$ cat src/rtl/gso_pkg.sv
// rtl/gso_pkg.sv - shared angle constants, flat-index helper and FSM encoding
package gso_pkg;

    // Angle LSB is pi / 2^(ANGLE_WIDTH-1); for 16-bit angles 16'h4000 is +pi/2.
    localparam int          ANGLE_FRAC_LOG2 = 15;
    localparam logic [15:0] ANGLE_HALF_PI   = 16'h4000;

    typedef enum logic [2:0] {
        ST_IDLE  = 3'd0,
        ST_ISSUE = 3'd1,
        ST_WAIT  = 3'd2,
        ST_STORE = 3'd3,
        ST_FIN   = 3'd4
    } fsm_state_t;

    // Entry (j,i) of a k x k angle matrix in the flattened bus.
    function automatic int flat_idx(input int j, input int i, input int k);
        return j * k + i;
    endfunction

endpackage

$ cat src/rtl/theta_row_buf.sv
// rtl/theta_row_buf.sv - K x K angle register array with single-entry write and clear
import gso_pkg::*;

module theta_row_buf #(
    parameter int ANGLE_WIDTH = 16,
    parameter int K_VECTORS   = 6,
    parameter int ROW_W       = 3,
    parameter int COL_W       = 3
) (
    input  logic                                     clk,
    input  logic                                     rst_n,
    input  logic                                     clear,
    input  logic                                     wr_en,
    input  logic [ROW_W-1:0]                         wr_row,
    input  logic [COL_W-1:0]                         wr_col,
    input  logic [ANGLE_WIDTH-1:0]                   wr_data,
    output logic [ANGLE_WIDTH*K_VECTORS*K_VECTORS-1:0] thetas_flat
);

    logic [ANGLE_WIDTH*K_VECTORS*K_VECTORS-1:0] flat_q;

    assign thetas_flat = flat_q;

    // Clear wipes every row; otherwise a write touches exactly one entry.
    always_ff @(posedge clk or negedge rst_n) begin
        if (!rst_n) begin
            flat_q <= '0;
        end else if (clear) begin
            flat_q <= '0;
        end else if (wr_en) begin
            flat_q[flat_idx(int'(wr_row), int'(wr_col), K_VECTORS)*ANGLE_WIDTH +: ANGLE_WIDTH] <= wr_data;
        end
    end

endmodule

$ cat src/rtl/theta_extract.sv
// rtl/theta_extract.sv - converts a weight vector into hyperspherical angles via external CORDIC
import gso_pkg::*;

module theta_extract #(
    parameter int DATA_WIDTH  = 16,
    parameter int ANGLE_WIDTH = 16,
    parameter int N_DIM       = 7,
    parameter int K_VECTORS   = N_DIM - 1
) (
    input  logic                                       clk,
    input  logic                                       rst_n,
    input  logic                                       start,
    input  logic                                       clear,
    input  logic [2:0]                                 j_in,
    input  logic [DATA_WIDTH*N_DIM-1:0]                w_in_flat,
    output logic                                       cordic_vec_en,
    output logic [DATA_WIDTH-1:0]                      cordic_vec_xin,
    output logic [DATA_WIDTH-1:0]                      cordic_vec_yin,
    output logic                                       cordic_vec_angle_calc_en,
    input  logic                                       cordic_vec_opvld,
    input  logic [DATA_WIDTH-1:0]                      cordic_vec_xout,
    input  logic [ANGLE_WIDTH-1:0]                     vec_angle_out,
    output logic [ANGLE_WIDTH*K_VECTORS*K_VECTORS-1:0] thetas_out_flat,
    output logic [DATA_WIDTH-1:0]                      norm_out,
    output logic                                       busy,
    output logic                                       done,
    output logic                                       err
);

    localparam int            IW       = (N_DIM > 2) ? $clog2(N_DIM) : 1;
    localparam logic [IW-1:0] LAST_IDX = IW'(N_DIM - 1);

    fsm_state_t state_q, state_d;

    logic accept, reject, do_issue, do_skip, do_latch, do_store, do_fin;
    logic row_clear;

    logic [DATA_WIDTH-1:0]  w_q [N_DIM];
    logic [DATA_WIDTH-1:0]  acc_q;
    logic [DATA_WIDTH-1:0]  mag_q;
    logic [DATA_WIDTH-1:0]  cur_w;
    logic [ANGLE_WIDTH-1:0] theta_q;
    logic [2:0]             j_q;
    logic [IW-1:0]          idx_q;

    assign cur_w     = w_q[idx_q];
    assign row_clear = clear && (state_q == ST_IDLE);

    // State register.
    always_ff @(posedge clk or negedge rst_n) begin
        if (!rst_n) begin
            state_q <= ST_IDLE;
        end else begin
            state_q <= state_d;
        end
    end

    // Next state and single-cycle datapath strobes.
    always_comb begin
        state_d  = state_q;
        accept   = 1'b0;
        reject   = 1'b0;
        do_issue = 1'b0;
        do_skip  = 1'b0;
        do_latch = 1'b0;
        do_store = 1'b0;
        do_fin   = 1'b0;
        case (state_q)
            ST_IDLE: begin
                if (start) begin
                    if (32'(j_in) < K_VECTORS) begin
                        accept  = 1'b1;
                        state_d = ST_ISSUE;
                    end else begin
                        reject = 1'b1;
                    end
                end
            end
            ST_ISSUE: begin
                // A zero pair has no defined angle; bypass the CORDIC and store 0.
                if ((acc_q == '0) && (cur_w == '0)) begin
                    do_skip = 1'b1;
                    state_d = ST_STORE;
                end else begin
                    do_issue = 1'b1;
                    state_d  = ST_WAIT;
                end
            end
            ST_WAIT: begin
                if (cordic_vec_opvld) begin
                    do_latch = 1'b1;
                    state_d  = ST_STORE;
                end
            end
            ST_STORE: begin
                do_store = 1'b1;
                state_d  = (idx_q == LAST_IDX) ? ST_FIN : ST_ISSUE;
            end
            ST_FIN: begin
                do_fin  = 1'b1;
                state_d = ST_IDLE;
            end
            default: state_d = ST_IDLE;
        endcase
    end

    // Operand capture, accumulator chain, CORDIC issue and status pulses.
    always_ff @(posedge clk or negedge rst_n) begin
        if (!rst_n) begin
            for (int i = 0; i < N_DIM; i++) begin
                w_q[i] <= '0;
            end
            acc_q                    <= '0;
            mag_q                    <= '0;
            theta_q                  <= '0;
            j_q                      <= '0;
            idx_q                    <= '0;
            cordic_vec_en            <= 1'b0;
            cordic_vec_angle_calc_en <= 1'b0;
            cordic_vec_xin           <= '0;
            cordic_vec_yin           <= '0;
            norm_out                 <= '0;
            busy                     <= 1'b0;
            done                     <= 1'b0;
            err                      <= 1'b0;
        end else begin
            cordic_vec_en            <= do_issue;
            cordic_vec_angle_calc_en <= do_issue;
            done                     <= do_fin;
            err                      <= reject;
            // Stays high through the done cycle, which is already back in IDLE.
            busy                     <= (state_d != ST_IDLE) || do_fin;

            if (accept) begin
                for (int i = 0; i < N_DIM; i++) begin
                    w_q[i] <= w_in_flat[i*DATA_WIDTH +: DATA_WIDTH];
                end
                j_q   <= j_in;
                acc_q <= w_in_flat[DATA_WIDTH-1:0];
                idx_q <= IW'(1);
            end
            if (do_issue) begin
                cordic_vec_xin <= acc_q;
                cordic_vec_yin <= cur_w;
            end
            if (do_skip) begin
                theta_q <= '0;
                mag_q   <= '0;
            end
            if (do_latch) begin
                theta_q <= vec_angle_out;
                mag_q   <= cordic_vec_xout;
            end
            if (do_store) begin
                acc_q <= mag_q;
                if (idx_q != LAST_IDX) begin
                    idx_q <= idx_q + IW'(1);
                end
            end
            if (do_fin) begin
                norm_out <= acc_q;
            end
        end
    end

    theta_row_buf #(
        .ANGLE_WIDTH (ANGLE_WIDTH),
        .K_VECTORS   (K_VECTORS),
        .ROW_W       (3),
        .COL_W       (IW)
    ) u_buf (
        .clk         (clk),
        .rst_n       (rst_n),
        .clear       (row_clear),
        .wr_en       (do_store),
        .wr_row      (j_q),
        .wr_col      (idx_q - IW'(1)),
        .wr_data     (theta_q),
        .thetas_flat (thetas_out_flat)
    );

endmodule

$ cat config.mk
export PLATFORM = sky130hd
export DESIGN_NAME = theta_extract
export DESIGN_NICKNAME = d
export VERILOG_FILES = /design/src/rtl/gso_pkg.sv /design/src/rtl/theta_row_buf.sv /design/src/rtl/theta_extract.sv
export SDC_FILE = /design/constraint.sdc
export NUM_CORES = 1
export LEC_CHECK = 0
export ABC_CLOCK_PERIOD_IN_PS = 7300
export CAP_MARGIN = 20
export CORE_AREA = 2 2 306 308
export CTS_CLUSTER_DIAMETER = 40
export CTS_CLUSTER_SIZE = 12
export DETAILED_ROUTE_END_ITERATION = 8
export DIE_AREA = 0 0 308 310
export PLACE_DENSITY_LB_ADDON = 0.15
export SYNTH_ARGS = -nofsm -noshare
export SYNTH_HDL_FRONTEND = slang
export SYNTH_SLANG_ARGS = --single-unit
$ cat constraint.sdc
create_clock -name clk -period 7.3 [get_ports clk]
set_input_delay 1.095 -clock clk [delete_from_list [all_inputs] [get_ports clk]]
set_output_delay 1.095 -clock clk [all_outputs]
set_load 0.1 [all_outputs]
; ---- Yosys cells after proc, flatten, opt, wreduce, memory -nomap -nowiden
; Cells that the tools add are included.
[word_totals]
reg_bits = 797
inputBits = 152
mem_bits_rw = 0
output_inout_bits = 629
mem_bits_ro = 0
memories = 0
wordCells = 81
latchBits = 0
[classes]
multipliers = 1
mux = 34
div = 0
n_lt_le_gt_ge = 2
add_sub_neg = 4
n_bitwise = 1
n_reduce_logical = 10
n_shift = 2
eq_ne = 6
[op_table]
columns = op, n
row1 = 576-bit 2-to-1 mux, 2
row2 = 576-bit bitwise mux, 1
row3 = "16-bit by 33-bit variable shift with 576-bit output, first input constant", 1
row4 = 16-bit by 33-bit variable part select with 576-bit output, 1
row5 = 16-bit 2-to-1 mux, 7
row6 = 16-bit binary-select mux with 3-bit select, 1
row7 = 32-bit negator with 33-bit output, 1
row8 = 16-bit logical NOT, 2
row9 = 28-bit by 4-bit adder with 28-bit output, 1
row10 = 3-bit 2-to-1 mux, 7
row11 = 1-bit 2-to-1 mux, 15
row12 = 3-bit case mux with 4 select lines, 1
row13 = "3-bit by 2-bit == test with 1-bit output, second input constant", 2
row14 = "3-bit == test, second input constant", 2
row15 = 2-bit nonzero test, 3
row16 = "3-bit by 2-bit multiplier with 5-bit output, second input constant", 1
row17 = "4-bit greater-or-equal comparator, second input constant", 1
row18 = 3-bit inverter with 4-bit output, 1
row19 = "3-bit by 1-bit adder with 3-bit output, second input constant", 1
row20 = "3-bit by 1-bit == test with 1-bit output, second input constant", 1
row21 = 3-bit logical NOT, 1
row22 = "3-bit less-than comparator, second input constant", 1
row23 = "3-bit != test, second input constant", 1
row24 = 3-bit nonzero test, 1
row25 = other kinds (3), 4

; ---- Depth between registers and ports, before layout
; Gate-level depths: netlist of run 1.
[logic_depth]
depth_word = 10
ltp_mapped = 21
ltp_nobuf = 16

; ---- Hierarchy
; From an unflattened synthesis of run 1, not the netlist that was laid out.
[hier_totals]
cells_unflattened = 2928
hier_area_um2 = 33215.6
[by_module_without_submodules]
columns = module, cells_per_inst, seq_area_each_um2, n_inst, area_per_inst_um2
row1 = theta_row_buf, 1938, 14413.8, 1, 23695.2
row2 = theta_extract, 990, 5530.3, 1, 9520.4

; ---- Worst setup path after synthesis of run 1
; No wires, ideal clock.
[synth_path]
path_kind = register to register
start = register idx_q[1]
end = register u_buf.flat_q[390] (netlist: u_buf.thetas_flat[390])
path_slack_ps = 2507
required_ps = 7208
setup_ps = 92
stages_incl_launch_ff = 21
t_arrival_ps = 4701
synth_period_minus_slack_ps = 4793
path_buffers = 6
cell_sequence = dfrtp_1 > buf_2 > buf_2 > inv_1 > ha_1 > inv_1 > ha_1 > inv_1 > fa_1 > nand2b_1 > o21a_1 > nor2_1 > clkbuf_1 > nor2b_1 > ha_1 > or3_4 > buf_6 > or4_1 > buf_2 > buf_6 > o31ai_2
[synth_between]
elab_chain_len = 7
word_cells_on_any_way = 8
classes_between = 3 x add/sub / 2 x shift / 3 x mux
[synth_rtl]
columns = element, line_no
row1 = start: declaration, theta_extract.sv:44  ; logic [IW-1:0] idx_q;
row2 = start signal: assignment, theta_extract.sv:157  ; idx_q <= idx_q + IW'(1);
row3 = 3-bit by 1-bit subtractor with 3-bit output (*), theta_extract.sv:177  ; .wr_col (idx_q - IW'(1)),
row4 = 28-bit by 4-bit adder with 28-bit output (*), gso_pkg.sv:18  ; return j * k + i;
row5 = 32-bit negator with 33-bit output (*), theta_row_buf.sv:31  ; flat_q[flat_idx(int'(wr_row), int'(wr_col), K_VECTORS)*ANGLE_WIDTH +: ANGLE_WIDTH] <= wr_data;
row6 = 16-bit by 33-bit variable part select with 576-bit output or 16-bit by 33-bit variable shift with 576-bit output (tied branches), theta_row_buf.sv:31
row7 = 576-bit bitwise mux (*), theta_row_buf.sv:31
row8 = 576-bit 2-to-1 mux (*), theta_row_buf.sv:30  ; end else if (wr_en) begin
row9 = 576-bit 2-to-1 mux (*), theta_row_buf.sv:28  ; end else if (clear) begin
row10 = end signal: indexed assignment, theta_row_buf.sv:31
row11 = end: declaration, theta_row_buf.sv:20  ; logic [ANGLE_WIDTH*K_VECTORS*K_VECTORS-1:0] flat_q;
; Mark *: on every way between the ends. The rest lies on a longest branch, timed or not. The select of a mux whose other input is x is not followed.
; A chain may end at the register's enable or synchronous reset.

; ---- Worst setup path in the final report of run 1
[layout_path]
start = register idx_q[0]
end = register u_buf.flat_q[16] (netlist: u_buf.thetas_flat[16])
; Same word-level chain as after synthesis.

==> impl_metrics.csv, run 1 <==
group,metric,value,unit
place,post-place-ws,1.58,ns
synth,ys_warn_count,0,
pwr,swShare,0.507,
timing,setup_ws,1.54,ns
clocking,clk_pin_slew,0.05,ns
synth,ys_types,74,
pwr,clockPowerShare,0.249,
clocking,clock_sinks,797,
pwr,switchingPower,12.1,mW
status,status,"finished, final reports clean",
clocking,clock_latency,0.69,ns
timing,rsz0062_at_grt,"false",
synth,netlist_instances,2929,
place,dpl_cell_area,41400,um^2
timing,max_freq,174,MHz
timing,worst_slew_pin_slew,1.25,ns
global_route,grt_overflow_total,0,
final_layout,finalNetCount,3849,
clocking,numCtsBuffers,118,
die,start_util,0.348,
timing,final-setup-viol-count,0,
timing,worst_clock_skew,0.0396,ns
final_layout,post-route-cell-area,45700,um^2
timing,timing.final.crit_share,0.789,
place,gp_congestion,0.845,
min_path,hold_depth,2,
die,num_rows,112,
setup_path,crit_arrival,6.33,ns
timing,finalSetupTns,0,ns
synth,ys_ff_latch,797,
setup_path,cp_max_fo,16,
pwr,p_int,11.8,mW
global_route,grt_antenna_before_repair,21,
clocking,htreeDepth,3,
setup_path,crit_path_end_kind,"flop",
setup_path,rr_endpoint,"u_buf.thetas_flat[16]",
min_path,hp-class,"reg -> reg",
setup_path,startpoint_type,"flop",
final_layout,syn2layout_area_growth,41.9,%
synth,synth-async-reset-ratio,1.00,
drt,drt_first_pass_iters,5,
synth,synth_enable_flop_cells,0,
pwr,p_leak,20.3,nW
die,core_area,92500,um^2
die,die_h,310,um
clocking,cts_resized,0,
setup_path,critical_path_class,"reg -> reg",
drt,drc,0,
timing,final-hold-violation-count,0,
die,ios,781,
global_route,track_usage,0.263,
die,die_x,308,um
global_route,grt_pass1_wl,184000,um
setup_path,reg2regPathDepth,15,
synth,ys_seq_area_frac,0.620,
pwr,combPwrFrac,0.491,
setup_path,r2r-start,"idx_q[0]",
pwr,p_per_area,524,nW/um^2
drt,wl,129000,um
setup_path,cp_data_required_time,7.87,ns
drt,ant_nets,0,
timing,final-max-slew-violation-count,0,
pwr,pwr-share-seq,0.259,
place,io_buffers,780,
clocking,cts_root_buf,"clkbuf_16",
setup_path,reg2reg_slack,1.54,ns
synth,ys.flop_type,"dfrtp_1",
drt,vias,26100,
synth,synth.net_count,3093,
final_layout,drive_above_1_share,0.104,
clocking,clock_path_buffers,3,
min_path,hold_end,"w_q[43]",
die,die_area,95500,um^2
timing,period_needed,5.76,ns
min_path,min_from,"w_q[43]",
synth,synth.avg_cell_area,11.0,um^2
pwr,ir_drop,0.355,mV
synth,netlist_area,32200,um^2
clocking,post_cts_buffers,0,
global_route,grt_start_max_net_pins,212,
timing,maxSlewHeadroom,0.166,
drt,wl_per_cell,25.8,um
global_route,grt_pass1_vias,25700,
clocking,hold_buffers,0,
clocking,cts_tree,"done",
place,hpwl,89900,um
run,drv_cap,0,
drt,drt-vias-per-instance,5.24,
drt,drtIter0Drc,2281,
==> synth_stat cells, types with 4 or more instances <==
| master | count | area [um^2] |
|---|---|---|
| and3_1 | 7 | 43.8 |
| nand4_1 | 7 | 43.8 |
| o22ai_1 | 15 | 93.8 |
| nor2b_1 | 8 | 50.1 |
| mux4_2 | 11 | 248 |
| o21ai_0 | 225 | 1130 |
| and2_1 | 4 | 25.0 |
| a211oi_1 | 9 | 67.6 |
| buf_4 | 4 | 30.0 |
| buf_1 | 12 | 45.0 |
| nand2b_1 | 8 | 50.1 |
| mux2_2 | 48 | 541 |
| nor3b_1 | 4 | 30.0 |
| nand2_1 | 782 | 2940 |
| nor3_1 | 8 | 40.0 |
| o31ai_1 | 28 | 210 |
| o21a_1 | 5 | 37.5 |
| a31oi_1 | 6 | 37.5 |
| o21ai_1 | 8 | 40.0 |
| mux2i_1 | 127 | 1270 |
| a21oi_1 | 26 | 130 |
| o2bb2ai_1 | 173 | 1520 |
| buf_2 | 32 | 160 |
| nor2_1 | 22 | 82.6 |
| o31ai_2 | 10 | 125 |
| inv_1 | 40 | 150 |
| a311o_1 | 5 | 50.1 |
| nor4_1 | 10 | 62.6 |
| clkbuf_1 | 160 | 601 |
| dfrtp_1 | 797 | 19900 |
| ha_1 | 10 | 125 |
| a22o_1 | 63 | 552 |
| nand3_1 | 146 | 731 |
| o211ai_1 | 27 | 203 |
| a32o_1 | 16 | 160 |
==> area by class of cell <==
class | count | area [um^2]
timing repair buffer | 848 | 8470
tap | 1197 | 1500
fill | 8530 | 46800
sequential | 797 | 19900
antenna | 3 | 7.51
clock buffer | 140 | 3160
multi-input combinational | 1877 | 11400
clock inverter | 79 | 1030
inverter | 43 | 161
==> logic make-up (layout without fill, tap and decap cells) <==
group                      Yosys count  count (layout)  synth area share
xor gates and xnor gates             6               6           0.00187
and+or+nand+nor                   1035            1035             0.136
adders and majority gates           12              12           0.00513
buffers and inverters              255            1110            0.0322
DFF                                797             797             0.620
AOI/OAI and AO/OA                  638             638             0.141
muxes                              186             186            0.0640
other                                0               3                 0
==> sequential cells by signal, indices dropped and copies added (netlist names), 3 cells and up <==
signal / count
norm_out: 16
acc_q: 16
w_q: 112
state_q: 3
j_q: 3
theta_q: 16
u_buf.thetas_flat: 576
cordic_vec_yin: 16
idx_q: 3
mag_q: 16
cordic_vec_xin: 16
==> critical path, stage by stage (launching register included) <==
cell and delay, ns:
dfrtp_2 0.40, inv_2 0.18, ha_1 0.28, inv_1 0.12, ha_1 0.18, inv_1 0.06
fa_1 0.47, nand2b_1 0.21, o21a_1 0.27, nor2_1 0.49, nor2b_1 0.11, ha_1 0.58
nand4_1 0.67, nand2_1 0.61, nand3_1 0.65, o2bb2ai_1 0.36
==> per-stage QoR <==
step                 util  std cells  power, mW  hold slack [ns]
global placement    0.447       4753       18.0            0.453
finish              0.494       4984       23.9            0.470
floorplan               -       2929       14.1            0.438
CTS                 0.493       4977       24.0            0.470
detailed placement  0.448       4758       18.0            0.458
global route        0.494       4983       24.9            0.486
==> worst max-delay path by stage <==
| stage | from | endpoint | slack (ns) | cells past startpoint |
|---|---|---|---|---|
| detailed placement | idx_q[0] | u_buf.thetas_flat[29] | 1.58 | 15 |
| global placement | idx_q[0] | u_buf.thetas_flat[205] | 1.72 | 16 |
| global route | idx_q[0] | u_buf.thetas_flat[150] | 1.13 | 15 |
| finish | idx_q[0] | u_buf.thetas_flat[16] | 1.54 | 15 |
| CTS | idx_q[0] | u_buf.thetas_flat[16] | 1.55 | 15 |
| floorplan | idx_q[1] | u_buf.thetas_flat[390] | 2.51 | 20 |
==> per-layer routing <==
| layer | global-route usage | routed length (um) | vias to the layer above |
|---|---|---|---|
| met5 | 0 | 207 | - |
| met4 | 0.0972 | 4800 | 34 |
| met3 | 0.0719 | 9310 | 230 |
| met2 | 0.440 | 63000 | 904 |
| met1 | 0.325 | 51300 | 13100 |
| li1 | - | - | 11800 |
==> power by group through the flow <==
stage | logic (mW) | registers (mW) | clock network [mW]
after floorplan | 3.78 | 10.4 | 0
after global routing | 12.3 | 6.31 | 6.25
after CTS | 11.8 | 6.20 | 6.05
final | 11.7 | 6.20 | 5.96
after detailed placement | 11.8 | 6.27 | 0
after global placement | 11.7 | 6.27 | 0
==> cells in the final DEF (no fill, tap or decap), types with 6 or more instances in the layout <==
cell type | synthesis | routed
o21ai_0 | 225 | 225
o2bb2ai_1 | 173 | 173
o31ai_1 | 28 | 28
a22o_1 | 63 | 63
mux2i_1 | 127 | 127
and3_1 | 7 | 7
inv_6 | 0 | 15
nand3_1 | 146 | 145
nor2b_1 | 8 | 8
clkbuf_1 | 160 | 11
ha_1 | 10 | 10
nand2_1 | 782 | 781
buf_4 | 4 | 60
clkbuf_16 | 0 | 120
o22ai_1 | 15 | 15
mux2_2 | 48 | 48
clkdlybuf4s50_1 | 0 | 777
nand4_1 | 7 | 7
dfrtp_1 | 797 | 795
nor4_1 | 10 | 8
a21oi_1 | 26 | 23
o21ai_1 | 8 | 8
o31ai_2 | 10 | 10
nor3_1 | 8 | 7
a32o_1 | 16 | 16
nand2b_1 | 8 | 7
clkinv_2 | 0 | 13
a211oi_4 | 0 | 6
clkinvlp_4 | 0 | 20
nor2_1 | 22 | 22
bufinv_16 | 0 | 18
inv_1 | 40 | 40
clkbuf_8 | 0 | 10
clkinv_4 | 0 | 7
o211ai_1 | 27 | 27
mux4_2 | 11 | 11
No activity file was read; power rests on OpenSTA's default activity.
==> inputs of run 2 (changes only) <==
Settings changed: ABC_CLOCK_PERIOD_IN_PS 7300 to 4800, CORE_AREA 2 2 306 308 to 2 2 305 307, DIE_AREA 0 0 308 310 to 0 0 307 309.
Clock period 7.3 ns to 4.8 ns, I/O delays scaled along.
==> run 2 against run 1 <==
Sequential share of layout area down 0.28 points. Cell area up 0.64%. Non-clock buffer count up 32. Core utilization up 0.91 points. Count of clock-buffer cells in the layout up 1. Clock skew down 0.0062 ns. Worst setup slack worse by 1.2 ns. Global-route usage up 0.083 points. Cell count up 0.48%. Sequential cell count unchanged. Largest cell class unchanged. Highest routed layer unchanged.
==> impl_metrics.csv, run 2 (synthesized netlist as in run 1, its figures left out) <==
group,metric,value,unit
pwr,p_per_area,795,nW/um^2
pwr,ir_drop,0.441,mV
global_route,grt_antenna_before_repair,16,
timing,timing.final.crit_share,0.938,
setup_path,slowest_delay,0.75,ns
setup_path,cp_max_fo,16,
clocking,cts_root_buf,"clkbuf_16",
place,io_buffers,780,
final_layout,n_fill_cell,8380,
clocking,numCtsBuffers,120,
place,hpwl,90300,um
place,dpl_cell_area,41700,um^2
clocking,cts_tree,"done",
timing,worst_clock_skew,0.0334,ns
drt,vias,26000,
drt,drt_first_pass_iters,5,
setup_path,cp_data_required_time,5.39,ns
status,status,"finished, final reports clean",
timing,setup_ws,0.298,ns
setup_path,crit_family,"adder cells",
timing,hold_slack,0.0559,ns
global_route,grt_pass1_wl,185000,um
timing,max_freq,222,MHz
drt,drtIter0Drc,2205,
timing,rsz0062_at_grt,"false",
final_layout,syn2layout_area_growth,42.8,%
setup_path,startpoint_type,"flop",
clocking,cts_resized,0,
clocking,htreeDepth,3,
timing,final-setup-viol-count,0,
clocking,clock_latency,0.70,ns
final_layout,final_cell_mix,"dfrtp_1, nand2_1, clkdlybuf4s50_1",
pwr,p_leak,20.5,nW
global_route,grt_start_max_net_pins,122,
setup_path,crit_slowest_cell,"fa_1",
place,gp_congestion,0.885,
drt,drc,0,
setup_path,critical_path_class,"reg -> reg",
min_path,hp-class,"in -> async",
final_layout,post-route-cell-area,46000,um^2
clocking,clock_sinks,797,
setup_path,timing.critical_path.buf_inv,4,
setup_path,crit_arrival,5.09,ns
clocking,post_cts_buffers,0,
global_route,track_usage,0.264,
drt,drt-vias-per-instance,5.20,
drt,wl_per_cell,25.6,um
clocking,clock_path_buffers,3,
die,die_x,307,um
die,die_h,309,um
place,dpl.cell_count,4782,
setup_path,crit_path_end_kind,"flop",
global_route,grt_overflow_total,0,
final_layout,seqCellArea,19900,um^2
timing,worst_slew_pin_slew,1.22,ns
clocking,hold_buffers,0,
die,start_util,0.352,
timing,final-max-slew-violation-count,0,
final_layout,largest_reg_flops,576,
run,drv_cap,0,
drt,ant_nets,0,
setup_path,reg2reg_slack,0.30,ns
final_layout,multi_input_area,11400,um^2
die,num_rows,111,
timing,period_needed,4.50,ns
setup_path,path_cells,"inv_1 -> ha_1 -> inv_1 -> ha_1 -> inv_1 -> fa_1 -> nand3_1 -> a21oi_4 -> nor2b_1 -> ha_1 -> nor2b_1 -> a21o_1 -> buf_4 -> nand3_2 -> mux2i_1",
global_route,grt_pass1_vias,26000,
final_layout,finalNetCount,3883,
clocking,clk_pin_slew,0.06,ns
die,ios,781,
timing,final-hold-violation-count,0,
final_layout,drive_above_1_share,0.114,
timing,finalSetupTns,0,ns
place,post-place-ws,0.238,ns
final_layout,final_common_cell,"dfrtp_1",
setup_path,r2r-start,"idx_q[1]",
timing,maxSlewHeadroom,0.182,
die,core_area,91400,um^2
setup_path,critPathLaunch,"idx_q[1]",
drt,wl,128000,um
die,die_area,94900,um^2
final_layout,finalNonFillerCells,5008,
## run 2: where the power goes
group	leakage [nW]	switching, mW	total [mW]	internal, mW
registers	10.8	1.22	9.50	8.28
logic	7.64	13.8	18.0	4.13
clock network	2.05	3.40	9.06	5.66
total	20.5	18.5	36.5	18.1
## run 2: cell type report
cell class                      instances  area share
Sequential cell                       797       0.434
Multi-Input combinational cell       1877       0.248
Timing Repair Buffer                  880       0.190
Clock buffer                          141      0.0703
Tap cell                             1186      0.0323
Clock inverter                         81      0.0213
Inverter                               43     0.00351
Antenna cell                            3    0.000163
## run 2: path summary, 6_finish.rpt
kind / endpoint / cells after the start
setup / recovery: u_buf.thetas_flat[484] / 15
hold / removal: u_buf.thetas_flat[361] / 1
setup reg to reg: u_buf.thetas_flat[484] / 15
hold reg to reg: w_q[28] / 2
max in group asynchronous: u_buf.thetas_flat[504] / 2
min in group clk: w_q[28] / 2
## run 2: per-stage QoR
stage,power (mW),utilization
2_1_floorplan,21.5,-
3_3_place_gp,27.5,0.456
3_5_place_dp,27.6,0.457
4_1_cts,36.8,0.503
5_1_grt,38.1,0.503
6_report,36.5,0.503
## run 2: routing by layer
layer | GRT usage | share of wire | vias to the layer above
met5 | 0 | 0.0013 | -
met4 | 0.110 | 0.043 | 26
met3 | 0.0714 | 0.070 | 264
met2 | 0.437 | 0.48 | 862
met1 | 0.326 | 0.40 | 13000
li1 | - | - | 11900
## run 2: worst reg2reg max path: stages (launching register included)
cell and delay, ns:
dfrtp_2 0.40, inv_1 0.08, ha_1 0.24, inv_1 0.06, ha_1 0.15, inv_1 0.06, fa_1 0.75, nand3_1 0.26
a21oi_4 0.18, nor2b_1 0.15, ha_1 0.30, nor2b_1 0.31, a21o_1 0.26, buf_4 0.25, nand3_2 0.56, mux2i_1 0.41
